[config.mk]
export PLATFORM = sky130hd
export DESIGN_NAME = cache_mem_arbiter
export DESIGN_NICKNAME = d
export VERILOG_FILES = /design/src/rtl/mem_arb_pkg.sv /design/src/rtl/rr_arbiter.sv /design/src/rtl/cache_mem_arbiter.sv
export SDC_FILE = /design/constraint.sdc
export NUM_CORES = 1
export LEC_CHECK = 0
export CAP_MARGIN = 20
export CORE_AREA = 4 4 287 289
export CTS_CLUSTER_SIZE = 12
export DETAILED_ROUTE_END_ITERATION = 7
export DIE_AREA = 0 0 291 293
export DONT_BUFFER_PORTS = 1
export GPL_TIMING_DRIVEN = 1
export SYNTH_ARGS = -nofsm -noshare
export SYNTH_HDL_FRONTEND = slang
export SYNTH_SLANG_ARGS = --single-unit
[constraint.sdc]
create_clock -name clk -period 2.3 [get_ports clk]
set_input_delay 0.46 -clock clk [delete_from_list [all_inputs] [get_ports clk]]
set_output_delay 0.46 -clock clk [all_outputs]
set_load 0.05 [all_outputs]
[src/rtl/mem_arb_pkg.sv]
// Shared types and bus sizes for the cache-to-RAM line arbiter.
package mem_arb_pkg;

    localparam int unsigned ADDR_W = 32;
    localparam int unsigned LINE_W = 128;

    typedef enum logic [1:0] {
        IDLE,
        ISSUE,
        WAIT,
        RESP
    } arb_state_t;

    typedef struct packed {
        logic              we;
        logic [ADDR_W-1:0] addr;
        logic [LINE_W-1:0] wdata;
    } arb_txn_t;

endpackage

[src/rtl/rr_arbiter.sv]
// Two-way round-robin winner select; the requester that did not win last time has priority.
module rr_arbiter (
    input  logic [1:0] req_valid,
    input  logic       last_grant,
    output logic [1:0] grant
);

    always_comb begin
        grant = '0;
        case (req_valid)
            2'b01:   grant = 2'b01;
            2'b10:   grant = 2'b10;
            2'b11:   grant = last_grant ? 2'b01 : 2'b10;
            default: grant = '0;
        endcase
    end

endmodule

[src/rtl/cache_mem_arbiter.sv]
// Shares one line-wide RAM port between the I-cache (0) and D-cache (1), one
// transaction at a time, with a bounded wait on the RAM side.
module cache_mem_arbiter
    import mem_arb_pkg::*;
#(
    parameter int unsigned N_REQ       = 2,
    parameter int unsigned ADDR_W      = mem_arb_pkg::ADDR_W,
    parameter int unsigned LINE_W      = mem_arb_pkg::LINE_W,
    parameter int unsigned TIMEOUT_CYC = 1024
) (
    input  logic                    clk,
    input  logic                    RESET,
    input  logic [N_REQ-1:0]        req_valid,
    input  logic [N_REQ-1:0]        req_we,
    input  logic [N_REQ*ADDR_W-1:0] req_addr,
    input  logic [N_REQ*LINE_W-1:0] req_wdata,
    output logic [N_REQ-1:0]        req_ready,
    output logic [N_REQ-1:0]        req_done,
    output logic                    req_err,
    output logic [LINE_W-1:0]       req_rdata,
    output logic                    ram_valid,
    output logic                    ram_we,
    output logic [ADDR_W-1:0]       ram_addr,
    output logic [LINE_W-1:0]       ram_wdata,
    input  logic                    ram_ready,
    input  logic                    ram_done,
    input  logic [LINE_W-1:0]       ram_rdata,
    output logic                    timeout_flag
);

    localparam int unsigned CNT_W = $clog2(TIMEOUT_CYC) + 1;
    localparam logic [CNT_W-1:0] CNT_LAST = CNT_W'(TIMEOUT_CYC - 1);

    arb_state_t        state_q, state_d;
    arb_txn_t          txn_q, txn_d;
    logic              id_q, id_d;
    logic              last_grant_q, last_grant_d;
    logic              err_q, err_d;
    logic              timeout_flag_q, timeout_flag_d;
    logic [CNT_W-1:0]  cnt_q, cnt_d;
    logic [LINE_W-1:0] rdata_q, rdata_d;
    logic [N_REQ-1:0]  grant;
    logic              timed_out;

    rr_arbiter u_rr (
        .req_valid  (req_valid),
        .last_grant (last_grant_q),
        .grant      (grant)
    );

    always_ff @(posedge clk or negedge RESET) begin
        if (!RESET) begin
            state_q        <= IDLE;
            txn_q          <= '0;
            id_q           <= 1'b0;
            last_grant_q   <= 1'b1;
            err_q          <= 1'b0;
            timeout_flag_q <= 1'b0;
            cnt_q          <= '0;
            rdata_q        <= '0;
        end else begin
            state_q        <= state_d;
            txn_q          <= txn_d;
            id_q           <= id_d;
            last_grant_q   <= last_grant_d;
            err_q          <= err_d;
            timeout_flag_q <= timeout_flag_d;
            cnt_q          <= cnt_d;
            rdata_q        <= rdata_d;
        end
    end

    always_comb begin
        state_d        = state_q;
        txn_d          = txn_q;
        id_d           = id_q;
        last_grant_d   = last_grant_q;
        err_d          = err_q;
        timeout_flag_d = timeout_flag_q;
        cnt_d          = cnt_q;
        rdata_d        = rdata_q;
        // >= rather than == so a late ram_ready at the last count still times out in WAIT
        timed_out      = (cnt_q >= CNT_LAST);

        case (state_q)
            IDLE: begin
                if (|grant) begin
                    id_d        = grant[1];
                    txn_d.we    = grant[1] ? req_we[1] : req_we[0];
                    txn_d.addr  = grant[1] ? req_addr[2*ADDR_W-1 -: ADDR_W] : req_addr[ADDR_W-1:0];
                    txn_d.wdata = grant[1] ? req_wdata[2*LINE_W-1 -: LINE_W] : req_wdata[LINE_W-1:0];
                    cnt_d       = '0;
                    err_d       = 1'b0;
                    state_d     = ISSUE;
                end
            end
            ISSUE: begin
                cnt_d = cnt_q + 1'b1;
                if (ram_ready) begin
                    state_d = WAIT;
                end else if (timed_out) begin
                    err_d          = 1'b1;
                    rdata_d        = '0;
                    timeout_flag_d = 1'b1;
                    state_d        = RESP;
                end
            end
            WAIT: begin
                cnt_d = cnt_q + 1'b1;
                if (ram_done) begin
                    if (!txn_q.we) rdata_d = ram_rdata;
                    state_d = RESP;
                end else if (timed_out) begin
                    err_d          = 1'b1;
                    rdata_d        = '0;
                    timeout_flag_d = 1'b1;
                    state_d        = RESP;
                end
            end
            RESP: begin
                last_grant_d = id_q;
                state_d      = IDLE;
            end
            default: state_d = IDLE;
        endcase
    end

    // RESET gates req_ready directly so it is 0 while reset is held
    assign req_ready    = (state_q == IDLE && RESET) ? grant : '0;
    assign req_done     = (state_q == RESP) ? (N_REQ'(1) << id_q) : '0;
    assign req_err      = (state_q == RESP) && err_q;
    assign req_rdata    = (state_q == RESP) ? rdata_q : '0;
    assign ram_valid    = (state_q == ISSUE);
    assign ram_we       = txn_q.we;
    assign ram_addr     = txn_q.addr;
    assign ram_wdata    = txn_q.wdata;
    assign timeout_flag = timeout_flag_q;

endmodule

After elaboration in Yosys (flattened, before gate mapping)
Index checks and enable logic that the tools add are counted.

Flip-flop bits (word level): 306. Output and inout port bits: 296. Word-level logic and storage cells: 65.

Add/sub/neg operators: 1. Magnitude comparators: 1. Eq/ne operators: 10. Shift-type cells: 1. Mux-type cells: 29. Reductions and logical operators: 13.

Operator list (number): $mux 128 (6); $pmux 128 s2 (1); $mux 32 (1); $pmux 11 s2 (1); $mux 2 (7); $add 11x1->11 const B (1); $ge 11x10->1 const B (1); $mux 11 (1); $eq 2x2->1 const B (4); $mux 1 (8); $pmux 2 s4 (1); $ne 2x2->1 const B (3); $pmux 2 s3 (1); $reduce_and 3->1 (2); $eq 2x1->1 const B (2); $reduce_and 2->1 (2); $reduce_and 4->1 (1); $reduce_bool 2->1 (2); $reduce_or 2->1 (2); $ne 3x3->1 const B (1); $pmux 1 s3 (1); $reduce_bool 3->1 (1); $logic_and 1x1->1 (2); $logic_not 2->1 (1); other kinds (2) (2).

Logic depth before layout (Yosys ltp)
Gate-level depths: netlist of run 1.

Depth after elaboration: 5. Gate-level depth with buffers: 9.

Cells and area by module
A second synthesis of run 1 with hierarchy kept.

Cell total of the unflattened synthesis: 1233. Area, all modules: 13724.4 um^2.

By module, submodules not included: cache_mem_arbiter (times used 1, cells each 1230, area each 13705.6 um^2, seq. area each 7658.6 um^2); rr_arbiter (times used 1, cells each 3, area each 18.8 um^2, seq. area each 0.0 um^2).

Worst setup path before layout of run 1
Ideal clock, no wire load.

Path kind: reg-to-output. From: register state_q[1]. To: output port req_ready[1]. Data arrival time: 2.348 ns. Path slack: -0.508 ns. Stages on the path, launching flop included: 7. Buffers on the path: 2. Path through: dfrtp_1 > inv_1 > ha_1 > o21ai_1 > buf_2 > clkbuf_1 > nor3b_1.

Word-level cells in the longest chain between the ends: 3.

RTL lines: start: declaration (line cache_mem_arbiter.sv:34) `arb_state_t state_q, state_d;`; start signal: assignment (line cache_mem_arbiter.sv:62) `state_q <= state_d;`; $logic_not 2->1 (line cache_mem_arbiter.sv:129) `assign req_ready = (state_q == IDLE && RESET) ? grant : '0;`; $logic_and 1x1->1 (line cache_mem_arbiter.sv:129); $mux 2 (line cache_mem_arbiter.sv:129); end: declaration (line cache_mem_arbiter.sv:17) `output logic [N_REQ-1:0] req_ready,`.

No other way between the ends.

Worst setup path in the final report of run 1
From: register state_q[0]. To: output port req_rdata[41].

Word-level cells in the longest chain between the ends: 2.

RTL lines: $eq 2x2->1 (line cache_mem_arbiter.sv:132) `assign req_rdata = (state_q == RESP) ? rdata_q : '0;`; $mux 128 (line cache_mem_arbiter.sv:132); end: declaration (line cache_mem_arbiter.sv:20) `output logic [LINE_W-1:0] req_rdata,`.

No other way between the ends.

==> results of run 1 <==
-- cells by family after synthesis --
| logic type | count (synthesis) | synth area share |
|---|---|---|
| AO/OA/AOI/OAI | 480 | 0.239 |
| AND/OR/NAND/NOR | 331 | 0.125 |
| flip-flops | 306 | 0.581 |
| buffers and inverters | 125 | 0.0460 |
| adder cells (fa/ha/maj) | 7 | 0.00665 |
| XOR/XNOR | 4 | 0.00266 |
-- synth_stat cells (all sizes together) --
cell / instances
inv: 9
o221ai: 1
nand4: 2
nor4: 2
and2: 131
and4: 1
nand3: 3
a21oi: 10
nand2: 168
a221oi: 1
o31ai: 2
nor3: 2
or3: 4
a22oi: 1
ha: 7
dfrtp: 305
nor3b: 2
xnor2: 3
dfstp: 1
o41ai: 1
o22ai: 161
nor2: 8
a21boi: 2
o21bai: 1
xor2: 1
buf: 46
or2: 2
a31o: 1
and3: 1
nor2b: 1
or4: 2
a32o: 1
o21ai: 168
clkbuf: 70
a2111oi: 1
nor4b: 1
or3b: 1
a22o: 128
a21o: 1
-- power groups by stage --
stage               combinational, W  clock, W  sequential, W
floorplan                    0.00514         0         0.0138
global placement             0.00791         0         0.0144
detailed placement           0.00831         0         0.0144
CTS                          0.00881   0.00583         0.0144
global route                 0.00957   0.00608         0.0147
finish                       0.00872   0.00559         0.0144
-- registers in the layout (all words and copies together), names as in the netlist --
register and flops:
cnt_q 11, err_q 1, id_q 1, last_grant_q 1, ram_addr 32, ram_wdata 128, ram_we 1, rdata_q 128
state_q 2, timeout_flag 1
-- per-stage QoR --
step	setup WS, ps	hold WS [ps]	cell area (um^2)	power (W)	util
5_1_grt	-58.5	-435	18800	0.0303	0.236
4_1_cts	-46.3	-431	18800	0.0290	0.235
6_report	26.5	-383	18800	0.0287	0.236
3_5_place_dp	46.1	177	17100	0.0227	0.214
2_1_floorplan	-17.2	164	13200	0.0189	-
3_3_place_gp	144	175	17100	0.0223	0.214
-- metal layers --
layer	wire length (um)	up-vias	GRT usage	part of all wire
li1	-	4771	-	-
met1	21300	5279	0.143	0.39
met2	25800	573	0.197	0.47
met3	6130	83	0.0538	0.11
met4	1490	8	0.0358	0.027
met5	50	-	0	0.00091
-- worst min-delay path by stage --
stage | from | end | slack [ps] | depth (start not counted)
floorplan | RESET | cnt_q[0] | 160 | 0
global placement | RESET | rdata_q[83] | 180 | 0
detailed placement | RESET | rdata_q[80] | 180 | 0
CTS | RESET | rdata_q[80] | -430 | 0
global route | RESET | rdata_q[40] | -440 | 0
finish | RESET | rdata_q[82] | -380 | 0
-- cell type report --
| class | count | area (um^2) | area share |
|---|---|---|---|
| sequential | 306 | 7660 | 0.407 |
| multi-input combinational | 822 | 5280 | 0.280 |
| timing repair buffer | 196 | 3360 | 0.179 |
| tap | 1060 | 1330 | 0.0704 |
| clock buffer | 55 | 1080 | 0.0575 |
| clock inverter | 6 | 72.6 | 0.00385 |
| inverter | 9 | 38.8 | 0.00206 |
| antenna | 6 | 15.0 | 0.000797 |
-- repair_timing --
item                                    CTS  global route
gates cloned                              4             1
endpoints found under the setup margin  123           176
gates resized for setup                 140             2
hold endpoints to repair                306           306
pin swaps                                50             3
setup buffers                             8             1
-- critical path, cell delays in order, from the launching register on --
cell and delay [ps]:
dfrtp_2 450, ha_4 190, buf_12 150, buf_12 160, and2_4 170, buf_12 140
==> flow_summary.toml, run 1 <==
[critical_path]
rrSetupSlack_ps = 150
startpoint = "state_q[0]"
r2r-start = "state_q[1]"
worstPathArrival_ps = 1810
crit_fanout = 23
r2r_cells = 7
crit_path_end_kind = "output port"
crit_type = "reg -> out"
worstReg2RegEnd = "rdata_q[48]"
cp.required_ps = 1840
start_kind = "flop"
endpoint = "req_rdata[41]"

[power_and_ir_drop]
vdd_drop_max_mv = 1.05
p_per_area_mw_per_mm2 = 1520
pwr-share-comb = 0.304
pwr-share-clk = 0.195
p_int_w = 0.0151
p_sw_frac = 0.474
p_switching_w = 0.0136
total_leakage_power_nw = 8.07
p_seq_frac = 0.501

[floorplanning]
die_h_um = 293
die_area_mm2 = 0.0853
start_util = 0.165
rows = 104
die_width_um = 291
core_area_mm2 = 0.0799
ios = 752

[timing]
finalCritPeriodShare = 0.988
finalHoldViolCount = 306
maxSlewViolCount = 0
rsz0062_at_grt = "yes"
clock_skew_ps = 16.8
setup_viol = 0
fmax_ghz = 0.440
finalSetupTns_ps = 0
hold-worst-slack_ps = -383
max_slew_margin = 0.203
finalCriticalPeriod_ps = 2270
tightest_slew_ps = 1200

[global_route]
grt_pass1_vias = 11100
grt_pass1_wl_um = 77900
grt.total_usage = 0.121
grt_overflow = 0
grt_max_degree = 309
antenna_found_initial = 15

[finish]
fin_nets = 1833
final_cell_count_no_fill = 2460
final_common_cell = "dfrtp_1"
most-common-layout-cells = "dfrtp_1 (303), nand2_1 (168), o21ai_0 (166)"
synthToLayoutAreaGrowth_pct = 42.9
drive_above_1_share = 0.272
n_fill_cell = 8456

[synth]
synth_cell_types = 45
synth.yosys.warnings = 0
synth_top_area_frac = 0.579
postSynthAreaPerCell_um2 = 10.5
synth-seq-area-share = 0.581
synth_nets = 1716
synth_area_leaders = "dfrtp_1 (58%), a22o_1 (8.5%), o22ai_1 (7.6%)"
synth-seq-cells = 306
synth_area_leader_cell = "dfrtp_1"
syn_inst = 1253
netlist_area_mm2 = 0.0132

[place]
portBuffers = 0
routabilityCongestion = 0.866
dp_cells = 2379
dp_hpwl_um = 42700

[flow_run]
maxCapViolCount = 0

[run_status]
violations = "negative hold slack"
status = "complete, but fails checks"

[cts]
cts_buffers = 35
cts_buffer_depth = 3
clock_latency_ps = 540
cts-root-buf = "clkbuf_16"
cts_num_sinks = 306
tritoncts = "yes"
path_clk_slew_ps = 60
cts_htree_levels = 2

[detailed_routing]
via_per_inst = 4.36
drt_first_pass_iters = 5
routed_wl_um = 54800
drc = 0
drt-initial-drc-count = 531
vias = 10700
wl_per_cell_um = 22.3
detail-route-antenna-nets = 0

[hold_path]
holdCritPathClass = "in -> async"
Note: power is estimated with default switching activity, not from simulation.
==> run 2, diff against run 1 <==
--- a/config.mk
+++ b/config.mk
@@ -12,6 +12,8 @@
 export DIE_AREA = 0 0 291 293
 export DONT_BUFFER_PORTS = 1
 export GPL_TIMING_DRIVEN = 1
+export HOLD_SLACK_MARGIN = 0.06
+export SETUP_SLACK_MARGIN = 0.3
 export SYNTH_ARGS = -nofsm -noshare
 export SYNTH_HDL_FRONTEND = slang
 export SYNTH_SLANG_ARGS = --single-unit
==> flow_summary.toml, run 2 (synthesized netlist as in run 1, its figures left out) <==
[power_and_ir_drop]
p_switching_w = 0.0143
p_seq_frac = 0.482
pwr-share-clk = 0.195
p_int_w = 0.0160
p_sw_frac = 0.472
total_leakage_power_nw = 9.26
pwr-share-comb = 0.323
p_total_w = 0.0304
vdd_drop_max_mv = 0.919
p_per_area_mw_per_mm2 = 1410

[global_route]
grt_pass1_wl_um = 86000
grt_overflow = 0
antenna_found_initial = 21
grt.total_usage = 0.133
grt_max_degree = 309
grt_pass1_vias = 12300

[critical_path]
max_stage_delay_ps = 450
crit_path_cell_trace = "ha_4 -> buf_12 -> buf_8 -> and2_1 -> buf_12"
crit_fanout = 27
worstPathArrival_ps = 1870
path_common_cell = "buf_12"
cp_top_family = "buffers and inverters"
critPathBufInv = 3
cpMaxStageDelayCell = "dfrtp_2"
start_kind = "flop"
cp.required_ps = 1840
crit_path_end_kind = "output port"
crit_type = "reg -> out"

[floorplanning]
start_util = 0.165
core_area_mm2 = 0.0799
rows = 104
die_area_mm2 = 0.0853
ios = 752
die_h_um = 293
die_width_um = 291

[detailed_routing]
via_per_inst = 4.51
drc = 0
wl_per_cell_um = 24.3
vias = 12000
drt_first_pass_iters = 5
routed_wl_um = 64400
detail-route-antenna-nets = 0
drt-initial-drc-count = 767

[finish]
final_common_cell = "dfrtp_1"
n_fill_cell = 8158
utilization = 0.270
synthToLayoutAreaGrowth_pct = 63.5
post-route-cell-area_mm2 = 0.0215
most-common-layout-cells = "dfrtp_1 (303), nand2_1 (166), o21ai_0 (161), o22ai_1 (161), buf_12 (151)"
drive_above_1_share = 0.287
fin_nets = 2019

[timing]
tightest_slew_ps = 767
fin_ws_ps = -29.3
rsz0062_at_grt = "yes"
fmax_ghz = 0.429
hold-worst-slack_ps = -378
max_slew_margin = 0.489
maxSlewViolCount = 0
finalHoldViolCount = 306
finalCritPeriodShare = 1.01
setup_viol = 25
clock_skew_ps = 21.2
finalCriticalPeriod_ps = 2330

[cts]
tritoncts = "yes"
cts_buffers = 37
cts_htree_levels = 2
clock_latency_ps = 550
path_clk_slew_ps = 60
cts_buffer_depth = 3
cts-root-buf = "clkbuf_16"
cts_num_sinks = 306
ctsHoldBuffers = 128

[run_status]
status = "complete, but fails checks"
violations = "negative hold slack, negative setup slack"

[flow_run]
maxCapViolCount = 0

[place]
routabilityCongestion = 0.880
place_area_mm2 = 0.0171
portBuffers = 0
dp_hpwl_um = 42000

[hold_path]
holdCritPathClass = "in -> async"
-- run 2: changes by cell type in the layout (fill, tap and decap cells not counted), sizes merged, moves of 3 or more --
cell,delta
clkbuf,+7
clkinvlp,+3
clkinv,+5
dlygate4sd3,+128
buf,+44
diode,+6
-- run 2: area by class of cell --
class | count | area, um^2 | share of cell area
clock buffer | 51 | 1090 | 0.0505
sequential | 306 | 7660 | 0.356
multi-input combinational | 822 | 5400 | 0.251
inverter | 9 | 46.3 | 0.00215
timing repair buffer | 380 | 5830 | 0.271
tap | 1060 | 1330 | 0.0616
antenna | 12 | 30.0 | 0.00139
clock inverter | 14 | 160 | 0.00743
-- run 2: power groups by stage --
stage / Combinational (W) / Clock [W] / Sequential [W]
detailed placement: 0.00790 / 0 / 0.0145
finish: 0.00980 / 0.00593 / 0.0146
CTS: 0.00900 / 0.00612 / 0.0145
global placement: 0.00749 / 0 / 0.0146
global route: 0.0106 / 0.00633 / 0.0149
floorplan: 0.00519 / 0 / 0.0138
-- run 2: timing repair --
| item | CTS | global route |
|---|---|---|
| setup endpoints to repair | 346 | 387 |
| endpoints found under the hold margin | 434 | 306 |
| cloned | 17 | 16 |
| resized for setup | 150 | 73 |
| pin swaps | 43 | 42 |
| buffers inserted | 34 | 12 |
-- run 2: path summary, 6_finish.rpt --
check	cells past startpoint	endpoint	slack (ps)	from
worst min-delay path	0	rdata_q[78]	-380	RESET
worst min register to register	1	rdata_q[52]	490	rdata_q[52]
worst max-delay path	5	req_rdata[39]	-30	state_q[0]
max in group asynchronous	0	ram_addr[31]	2190	RESET
worst max register to register	10	rdata_q[38]	30	state_q[1]
min in group clk	2	ram_wdata[85]	130	req_wdata[85]
-- run 2: routing by layer --
metal,track usage,wire length (um),up-vias,part of all wire
li1,-,-,5168,-
met1,0.149,23100,5957,0.36
met2,0.223,31900,718,0.50
met3,0.0588,6840,130,0.11
met4,0.0494,2400,8,0.037
met5,0,55,-,0.00085
-- run 2: stage by stage --
stage / setup slack, ps / std cells / hold slack (ps) / TNS (ps)
after floorplan: 227 / 1253 / 164 / 0
after global placement: 181 / 2370 / 174 / 0
after detailed placement: 87.8 / 2370 / 176 / 0
after CTS: -61.9 / 2614 / -434 / -2630
after global routing: -94.6 / 2651 / -426 / -6810
final: -29.3 / 2654 / -378 / -309
